`config.mk`:
```
export PLATFORM = sky130hd
export DESIGN_NAME = ahb_rf_dbg
export DESIGN_NICKNAME = d
export VERILOG_FILES = /design/src/rtl/ahb_rf_dbg_pkg.sv /design/src/rtl/ahb_rf_dbg.sv
export SDC_FILE = /design/constraint.sdc
export NUM_CORES = 1
export LEC_CHECK = 0
export ABC_AREA = 1
export CORE_AREA = 8 8 126 70
export DETAILED_ROUTE_END_ITERATION = 8
export DIE_AREA = 0 0 134 78
export PLACE_DENSITY_LB_ADDON = 0.25
export SYNTH_ARGS = -nofsm -noshare
export SYNTH_HDL_FRONTEND = slang
export SYNTH_SLANG_ARGS = --single-unit
```
`constraint.sdc`:
```
create_clock -name clk -period 1.2 [get_ports clk]
set_input_delay 0.24 -clock clk [delete_from_list [all_inputs] [get_ports clk]]
set_output_delay 0.24 -clock clk [all_outputs]
set_load 0.005 [all_outputs]
```
`src/rtl/ahb_rf_dbg_pkg.sv`:
```
// rtl/ahb_rf_dbg_pkg.sv - shared AHB-Lite constants (package ahb_defs)
package ahb_defs;

    localparam logic [1:0] HTRANS_IDLE   = 2'b00;
    localparam logic [1:0] HTRANS_BUSY   = 2'b01;
    localparam logic [1:0] HTRANS_NONSEQ = 2'b10;
    localparam logic [1:0] HTRANS_SEQ    = 2'b11;

    localparam logic       HRESP_OKAY    = 1'b0;
    localparam logic       HRESP_ERROR   = 1'b1;

    localparam logic [2:0] SIZE_WORD     = 3'b010;

    localparam logic [7:0] CNT_OFFSET    = 8'h80;

endpackage

```
`src/rtl/ahb_rf_dbg.sv`:
```
// rtl/ahb_rf_dbg.sv - AHB-Lite read-only debug window onto a register file plus completed-read counter
module ahb_rf_dbg
    import ahb_defs::*;
#(
    parameter int CNT_W = 16
) (
    input  logic        clk,
    input  logic        rstn,
    input  logic        hsel,
    input  logic [31:0] haddr,
    input  logic [1:0]  htrans,
    input  logic        hwrite,
    input  logic [2:0]  hsize,
    input  logic        hready,
    output logic        hreadyout,
    output logic        hresp,
    output logic [31:0] hrdata,
    output logic [4:0]  ahb_rf_addr,
    input  logic [31:0] ahb_rf_data
);

    typedef enum logic [2:0] {
        ST_IDLE = 3'd0,
        ST_READ = 3'd1,
        ST_RESP = 3'd2,
        ST_ERR1 = 3'd3,
        ST_ERR2 = 3'd4
    } state_t;

    state_t             state;
    logic               sel_cnt;
    logic [CNT_W-1:0]   rd_cnt;

    logic take;
    logic legal;

    // Only evaluated from IDLE/RESP/ERR2; READ and ERR1 ignore the address phase.
    assign take  = hsel && htrans[1] && hready;
    assign legal = !hwrite && (hsize == SIZE_WORD) && (haddr[1:0] == 2'b00) &&
                   (!haddr[7] || (haddr[7:0] == CNT_OFFSET));

    logic unused_ok;
    assign unused_ok = &{1'b0, haddr[31:8], htrans[0]};

    always_ff @(posedge clk) begin
        if (!rstn) begin
            state       <= ST_IDLE;
            hreadyout   <= 1'b1;
            hresp       <= HRESP_OKAY;
            hrdata      <= 32'd0;
            ahb_rf_addr <= 5'd0;
            sel_cnt     <= 1'b0;
            rd_cnt      <= '0;
        end else begin
            case (state)
                ST_READ: begin
                    // Counter reads report the value before this read is counted.
                    hrdata    <= sel_cnt ? 32'(rd_cnt) : ahb_rf_data;
                    rd_cnt    <= rd_cnt + CNT_W'(1);
                    state     <= ST_RESP;
                    hreadyout <= 1'b1;
                    hresp     <= HRESP_OKAY;
                end
                ST_ERR1: begin
                    state     <= ST_ERR2;
                    hreadyout <= 1'b1;
                    hresp     <= HRESP_ERROR;
                end
                default: begin
                    if (take && legal) begin
                        state       <= ST_READ;
                        hreadyout   <= 1'b0;
                        hresp       <= HRESP_OKAY;
                        ahb_rf_addr <= haddr[6:2];
                        sel_cnt     <= haddr[7];
                    end else if (take) begin
                        state     <= ST_ERR1;
                        hreadyout <= 1'b0;
                        hresp     <= HRESP_ERROR;
                    end else begin
                        state     <= ST_IDLE;
                        hreadyout <= 1'b1;
                        hresp     <= HRESP_OKAY;
                    end
                end
            endcase
        end
    end

endmodule

```
---- Word level (Yosys, flattened, before mapping) ----
Index checks and enable logic that the tools add are counted.
storage, ports and cells
  register bits after elaboration ......... 59
  output and inout bits ................... 39
  input port bits ......................... 74
  word-level logic and storage cells ...... 36
operators by class
  reductions and logical operators ........ 13
  muxes and demuxes ....................... 9
  bitwise gates (word level) .............. 2
  add/subtract/negate cells ............... 1
  eq/ne operators ......................... 4
operators by type and width
  kind                                           number
  two-way mux 32 bit                             1
  adder 16 x 1 -> 16 bit, second input constant  1
  == test 8 bit, second input constant           1
  == test 3 x 2 -> 1 bit, second input constant  2
  logical AND 1 bit                              6
  case mux 3 bit (2 select lines)                1
  two-way mux 1 bit                              4
  two-way mux 2 bit                              2
  == test 3 x 1 -> 1 bit, second input constant  1
  OR reduction 3 bit                             1
  logical NOT 1 bit                              2
  logical NOT 2 bit                              1
  inverter 1 bit                                 2
  case mux 1 bit (2 select lines)                1
  AND reduction 2 bit                            1
  OR reduction 2 bit                             1
  logical OR 1 bit                               1

---- Longest topological paths before layout ----
Gate-level depths: netlist of the first run.
  depth after elaboration ................. 7
  gate-level depth with buffers ........... 8
  mapped depth without buffers ............ 7

---- Least setup slack after synthesis of the first run ----
No wires, ideal clock.
  kind .................................... flip-flop to flip-flop
  from .................................... reg rd_cnt[0]
  to ...................................... reg rd_cnt[8]
  arrival time ............................ 1189 ps
  data required time ...................... 1084 ps
  stages on the path, launching flop included .. 7
  slack ................................... -105 ps
  period minus slack after synthesis ...... 1305 ps
  path buffers ............................ 0
  library setup time ...................... 116 ps
  path through ............................ dfxtp_1 > ha_1 > nand3_1 > nor2_8 > nand3_1 > o21ai_0 > nor2_1
between the ends
  word-level cells in the longest chain between the ends .. 1
ends and longest elaborated chain
  item                    line              source
  start, declared         ahb_rf_dbg.sv:32  logic [CNT_W-1:0] rd_cnt;
  start signal, assigned  ahb_rf_dbg.sv:59  rd_cnt <= rd_cnt + CNT_W'(1);
  adder 16 x 1 -> 16 bit  ahb_rf_dbg.sv:59
Every way passes these cells.
A chain may end at the register's enable or synchronous reset.

---- Worst setup path in the final report of the first run ----
  from .................................... in hsize[2]
  to ...................................... reg hresp
between the ends
  word-level cells in the longest chain between the ends .. 7
ends and longest elaborated chain
  item                             line              source
  start, declared                  ahb_rf_dbg.sv:13  input logic [2:0] hsize,
  == test 3 x 2 -> 1 bit           ahb_rf_dbg.sv:39  assign legal = !hwrite && (hsize == SIZE_WORD) && (haddr[1:0] == 2'b00) &&
  logical AND 1 bit (3 in series)  ahb_rf_dbg.sv:39
  logical AND 1 bit                ahb_rf_dbg.sv:70  if (take && legal) begin
  two-way mux 1 bit                ahb_rf_dbg.sv:70
  case mux 1 bit (2 select lines)  ahb_rf_dbg.sv:55  case (state)
  end signal, assigned             ahb_rf_dbg.sv:62  hresp <= HRESP_OKAY;
  end signal, assigned             ahb_rf_dbg.sv:67  hresp <= HRESP_ERROR;
  end signal, assigned             ahb_rf_dbg.sv:73  hresp <= HRESP_OKAY;
  end, declared                    ahb_rf_dbg.sv:16  output logic hresp,
Every way passes these cells.

==> results.sh, run 1 <==
export IMPL_post_synth_cell_area_avg_um2=7.06
export IMPL_worstReg2RegStart="rd_cnt[0]$_SDFFE_PN0P_"
export IMPL_syn_area_mm2=0.00256
export IMPL_finClkSkew_ns=0.00515
export IMPL_synthXorXnorAreaFrac_pct=0
export IMPL_ys_seq_elements=59
export IMPL_reg2regPathDepth=8
export IMPL_io_pins=113
export IMPL_maxCapViolations=0
export IMPL_r2r_end="rd_cnt[9]$_SDFFE_PN0P_"
export IMPL_fin_hold_ws_ns=0.267
export IMPL_synth_simple_area_share_pct=30.4
export IMPL_crit_path_max_fanout=7
export IMPL_async_reset_ff_share_pct=0
export IMPL_violations="setup timing"
export IMPL_cts_tree="done"
export IMPL_ff2ff_setup_slack_ns=-0.003
export IMPL_initial_core_util_pct=36.5
export IMPL_hold_end="hreadyout$_SDFF_PP1_"
export IMPL_dr_pass1_iters=5
export IMPL_vias_per_cell=4.75
export IMPL_tightest_slew_ns=0.281
export IMPL_syn2layout_area_growth_pct=65.4
export IMPL_synth_top_cells_by_count="101 x nand2_1, 59 x dfxtp_1, 40 x inv_1, 37 x o21ai_0, 31 x nor2_1"
export IMPL_period_share_pct=100
export IMPL_fmax_ghz=0.831
export IMPL_clockBufferDepth=2
export IMPL_cp_required_ns=1.40
export IMPL_syn_nets=438
export IMPL_yosys_warnings=0
export IMPL_drt_iter0_drc=152
export IMPL_synth_ff_type="dfxtp_1"
export IMPL_cts_sinks=59
export IMPL_synth_edf_count=0
export IMPL_setup_viol=1
export IMPL_yosysMostFrequentCell="nand2_1"
export IMPL_dr_total_vias=2754
export IMPL_finalCriticalPeriod_ns=1.20
export IMPL_drt_wirelength_per_cell_um=13.4
export IMPL_drive_gt1_share_pct=18.0
export IMPL_post_synth_top_area_fraction_pct=46.1
export IMPL_placed_area_mm2=0.00377
export IMPL_grt_max_degree=28
export IMPL_antenna_found_initial=0
export IMPL_synth_compound_area_share_pct=13.8
export IMPL_critPathKind="primary input to flip-flop"
export IMPL_final_cell_area_mm2=0.00424
export IMPL_placementRows=22
export IMPL_grt_pass1_vias=2409
export IMPL_fin_util_pct=60.4
export IMPL_die_area_mm2=0.0105
export IMPL_grt_pass1_wl_mm=12.1
export IMPL_leakage_nw=1.95
export IMPL_root_buffer="clkbuf_16"
export IMPL_finalWirelength_mm=7.79
export IMPL_clk_pin_slew_ns=0.05
export IMPL_min_path_cells=2
export IMPL_die_h_um=78
export IMPL_finalPower_mw=5.30
export IMPL_port_buffers=87
export IMPL_ys_top_cells_by_area="dfxtp_1 46%, nand2_1 15%, o21ai_0 7.2%, inv_1 5.9%, nand3_1 4.9%"
export IMPL_slew_headroom_pct=81.3
export IMPL_grt_overflow=0
export IMPL_yosysTopAreaCell="dfxtp_1"
export IMPL_finalWorstSetupSlack_ns=-0.00299
export IMPL_die_x_um=134
export IMPL_rsz0062_at_grt="true"
export IMPL_dp_hpwl_mm=5.58
export IMPL_clk_latency_ns=0.32
export IMPL_grtUsageTotal_pct=14.4
export IMPL_muxShareOfSynthArea_pct=0
export IMPL_place_congestion=0.834
export IMPL_cp_end_kind="flip-flop"
export IMPL_yosys_area_share_adder_pct=0.488
export IMPL_vdd_drop_max_mv=0.719
export IMPL_htreeDepth=3
export IMPL_min_delay_start="rstn"
export IMPL_ys_seq_area_share_pct=46.1
export IMPL_drtAntennaViolNets=0
export IMPL_outcome="finished, violations left"
export IMPL_yosys_cell_types_count=23
export IMPL_synth_top_family_by_area="simple AND/OR/NAND/NOR gates"
export IMPL_hold_class="primary input to flip-flop"
export IMPL_setup_tns_ns=-0.00299
export IMPL_arrival_ns=1.41
export IMPL_syn_inst=363
export IMPL_core_area_mm2=0.00702
export IMPL_cp_start_kind="primary input"
export IMPL_p_per_area_mw_per_mm2=1250
export IMPL_hold_viol=0
export IMPL_slew_violations=0
export IMPL_cts_buffers=9
export IMPL_antenna_cells=0
export IMPL_drc_errors=0
export IMPL_nets=554
-- kinds of logic after synthesis --
logic type / Yosys count
buffers and inverters: 58
and+or+nand+nor: 180
AOI/OAI and AO/OA: 65
adders and majority gates: 1
DFF: 59
-- metal layers --
layer / wire length [um] / up-vias / share of wire [%] / GRT usage (%)
met4: 77 / 0 / 0.99 / 4.56
met2: 3090 / 116 / 40 / 18.7
met3: 831 / 9 / 11 / 8.10
li1: - / 1421 / - / -
met5: 0 / - / 0 / 0
met1: 3790 / 1208 / 49 / 19.4
-- stage by stage --
| stage | worst slack, ns | std cells |
|---|---|---|
| 6_report | -0.00299 | 580 |
| 2_1_floorplan | 0.0194 | 363 |
| 4_1_cts | -0.0685 | 577 |
| 5_1_grt | -0.108 | 580 |
| 3_3_place_gp | -0.253 | 561 |
| 3_5_place_dp | -0.310 | 561 |
-- area by class of cell --
cell class              instances  area (um^2)
well taps                      96          120
clock buffers                  13          280
fillers                       631         2780
repair buffers                123         1160
flip-flops and latches         59         1200
multi-input cells             246         1260
clock inverters                 3         67.6
inverters                      40          150
-- flip-flops by register name (all words and copies together) (netlist names) --
name and flops:
rd_cnt 16, ahb_rf_addr 5, hrdata 32, sel_cnt 1
hreadyout 1, state 3, hresp 1
-- placed cells by master, fill, tap and decap left out, types with 2 or more instances in the layout --
master	instances
dlymetal6s2s_1	2
inv_1	37
a21oi_1	8
nor2_1	27
clkdlybuf4s50_1	45
a31oi_1	16
clkbuf_8	4
buf_12	4
nand3_4	5
dfxtp_4	2
nand2_2	4
o21ai_1	3
o21ai_0	35
nand2_1	98
buf_4	26
dlygate4sd2_1	37
nand4_1	14
nor2_4	2
nor2_2	4
dfxtp_2	8
nand3_1	20
bufinv_16	2
clkbuf_16	9
nor3_1	2
inv_2	3
dfxtp_1	49
o21bai_1	2
buf_6	6
-- repair_timing --
action,4_1_cts,5_1_grt
resized for setup,46,40
pin swaps,3,11
setup buffers,0,4
setup endpoints to repair,87,52
hold buffers,0,0
-- where the power goes --
part           internal, mW  total, mW  switching [mW]
Clock                  2.04       2.90           0.858
Sequential             1.99       2.01          0.0181
Combinational         0.233      0.384           0.151
Total                  4.27       5.30            1.03
-- how the worst max path moves through the flow --
stage,startpoint,end
2_1_floorplan,rd_cnt[0]$_SDFFE_PN0P_,rd_cnt[8]$_SDFFE_PN0P_
3_5_place_dp,hready,ahb_rf_addr[1]$_SDFFE_PN0P_
3_3_place_gp,haddr[4],sel_cnt$_SDFFE_PN0P_
6_report,hsize[2],hresp$_SDFF_PN0_
5_1_grt,rd_cnt[0]$_SDFFE_PN0P_,rd_cnt[14]$_SDFFE_PN0P_
4_1_cts,rd_cnt[0]$_SDFFE_PN0P_,rd_cnt[14]$_SDFFE_PN0P_
-- worst max-delay path: stages --
cell and delay (ns):
clkdlybuf4s50_1 0.44, nor2_1 0.13, nand2_1 0.10, nor2_4 0.14, buf_6 0.14, nand2_1 0.08
nand2_2 0.08, o21ai_1 0.06
Note: power is estimated with default switching activity, not from simulation.
==> run 2, diff against run 1 <==
Settings changed: CORE_AREA 8 8 126 70 to 8 8 88 90, DIE_AREA 0 0 134 78 to 0 0 96 98, TNS_END_PERCENT set to 50.
Clock period 1.2 ns to 1.25 ns, I/O delays scaled along.
==> run 2 against run 1 <==
The flow now finishes without violations; via count down 0.58%; combinational power down 5%; sequential cell count unchanged; largest cell class unchanged.
==> results.sh, run 2 (synthesized netlist as in run 1, its figures left out) <==
export IMPL_finalPower_mw=4.59
export IMPL_grt_overflow=0
export IMPL_htreeDepth=3
export IMPL_grt_pass1_vias=2737
export IMPL_maxCapViolations=0
export IMPL_vias_per_cell=4.85
export IMPL_die_area_mm2=0.00941
export IMPL_layout_commonest_cell="nand2_1"
export IMPL_placed_area_mm2=0.00373
export IMPL_top_regs="hrdata (32), rd_cnt (16), ahb_rf_addr (5)"
export IMPL_antenna_found_initial=0
export IMPL_final_cell_area_mm2=0.00405
export IMPL_dp_hpwl_mm=5.20
export IMPL_cp_start_kind="flip-flop"
export IMPL_grtUsageTotal_pct=15.8
export IMPL_clockBufferDepth=2
export IMPL_syn2layout_area_growth_pct=58.2
export IMPL_port_buffers=87
export IMPL_fmax_ghz=0.810
export IMPL_outcome="finished, final reports clean"
export IMPL_drt_wirelength_per_cell_um=13.1
export IMPL_place_congestion=0.836
export IMPL_drtAntennaViolNets=0
export IMPL_setup_tns_ns=0
export IMPL_dr_total_vias=2738
export IMPL_core_area_mm2=0.00649
export IMPL_cp_end_kind="flip-flop"
export IMPL_placementRows=30
export IMPL_largest_register_ffs=32
export IMPL_cp_required_ns=1.48
export IMPL_tightest_slew_ns=0.231
export IMPL_clk_latency_ns=0.34
export IMPL_arrival_ns=1.47
export IMPL_drive_gt1_share_pct=16.1
export IMPL_final_cells=564
export IMPL_fin_hold_ws_ns=0.222
export IMPL_layout_common_cells="99 x nand2_1, 52 x dfxtp_1, 47 x clkdlybuf4s50_1, 39 x dlygate4sd2_1, 37 x inv_1"
export IMPL_die_x_um=96
export IMPL_finalWorstSetupSlack_ns=0.0153
export IMPL_finClkSkew_ns=0.00644
export IMPL_hold_class="primary input to flip-flop"
export IMPL_root_buffer="clkbuf_8"
export IMPL_critPathKind="flip-flop to flip-flop"
export IMPL_cts_sinks=59
export IMPL_slew_headroom_pct=84.6
export IMPL_vdd_drop_max_mv=0.654
export IMPL_drt_iter0_drc=112
export IMPL_cts_buffers=9
export IMPL_drc_errors=0
export IMPL_cts_tree="done"
export IMPL_io_pins=113
export IMPL_finalCriticalPeriod_ns=1.23
export IMPL_initial_core_util_pct=39.5
export IMPL_nets=554
export IMPL_fin_util_pct=62.4
export IMPL_grt_pass1_wl_mm=11.9
export IMPL_die_h_um=98
export IMPL_clk_pin_slew_ns=0.07
export IMPL_setup_viol=0
export IMPL_slew_violations=0
export IMPL_hold_viol=0
export IMPL_pre_cts_ws_ns=-0.269
export IMPL_period_share_pct=98.8
export IMPL_p_per_area_mw_per_mm2=1130
export IMPL_antenna_cells=0
export IMPL_crit_path_max_fanout=6
export IMPL_dp_cells=546
export IMPL_grt_max_degree=39
export IMPL_finalWirelength_mm=7.39
export IMPL_rsz0062_at_grt="true"
export IMPL_dr_pass1_iters=4
export IMPL_regMostFlops="hrdata"
export IMPL_leakage_nw=1.89
run 2: changes by cell type in the layout (fill, tap and decap cells not counted), moves of 3 or more:
| cell | before | now |
|---|---|---|
| clkbuf_16 | 9 | 0 |
| clkbuf_8 | 4 | 9 |
| nor2_1 | 27 | 30 |
| dfxtp_1 | 49 | 52 |
| buf_6 | 6 | 2 |
| buf_4 | 26 | 32 |
run 2: repair_timing:
item	4_1_cts	5_1_grt
pin swaps	1	7
resized for setup	42	26
hold endpoints to repair	0	0
gates cloned	0	0
hold buffers	0	0
setup endpoints to repair	80	36
setup buffers	0	2
run 2: worst paths after layout:
check	start	end	slack (ns)	cells past startpoint
hold reg to reg	hrdata[23]$_SDFFE_PN0P_	hrdata[23]$_SDFFE_PN0P_	0.48	2
setup reg to reg	rd_cnt[0]$_SDFFE_PN0P_	rd_cnt[12]$_SDFFE_PN0P_	0.02	6
setup / recovery	rd_cnt[0]$_SDFFE_PN0P_	rd_cnt[12]$_SDFFE_PN0P_	0.02	6
hold / removal	rstn	hreadyout$_SDFF_PP1_	0.22	2
run 2: routing by layer:
metal / routed length (um) / global-route usage (%) / up-vias
met5: 0 / 0 / -
met4: 127 / 7.81 / 0
met3: 575 / 5.37 / 11
met2: 3600 / 26.2 / 80
met1: 3090 / 17.2 / 1231
li1: - / - / 1416
run 2: area by class of cell:
| type | count | area [um^2] |
|---|---|---|
| Clock buffer | 11 | 131 |
| Clock inverter | 5 | 125 |
| Fill cell | 592 | 2440 |
| Inverter | 40 | 150 |
| Multi-Input combinational cell | 246 | 1230 |
| Sequential cell | 59 | 1190 |
| Tap cell | 80 | 100 |
| Timing Repair Buffer | 123 | 1120 |
run 2: critical path, stage by stage, from the launching register on:
cell and delay (ns):
dfxtp_4 0.37, ha_4 0.15, nand3_4 0.09, nor2_8 0.17, nand3_2 0.13, nor3_2 0.15
nor2_1 0.06
run 2: where the power goes:
part | total, mW | leakage (nW) | internal [mW] | switching (mW)
combinational | 0.366 | 1.29 | 0.227 | 0.138
clock | 2.30 | 0.128 | 1.53 | 0.775
sequential | 1.93 | 0.481 | 1.91 | 0.0165
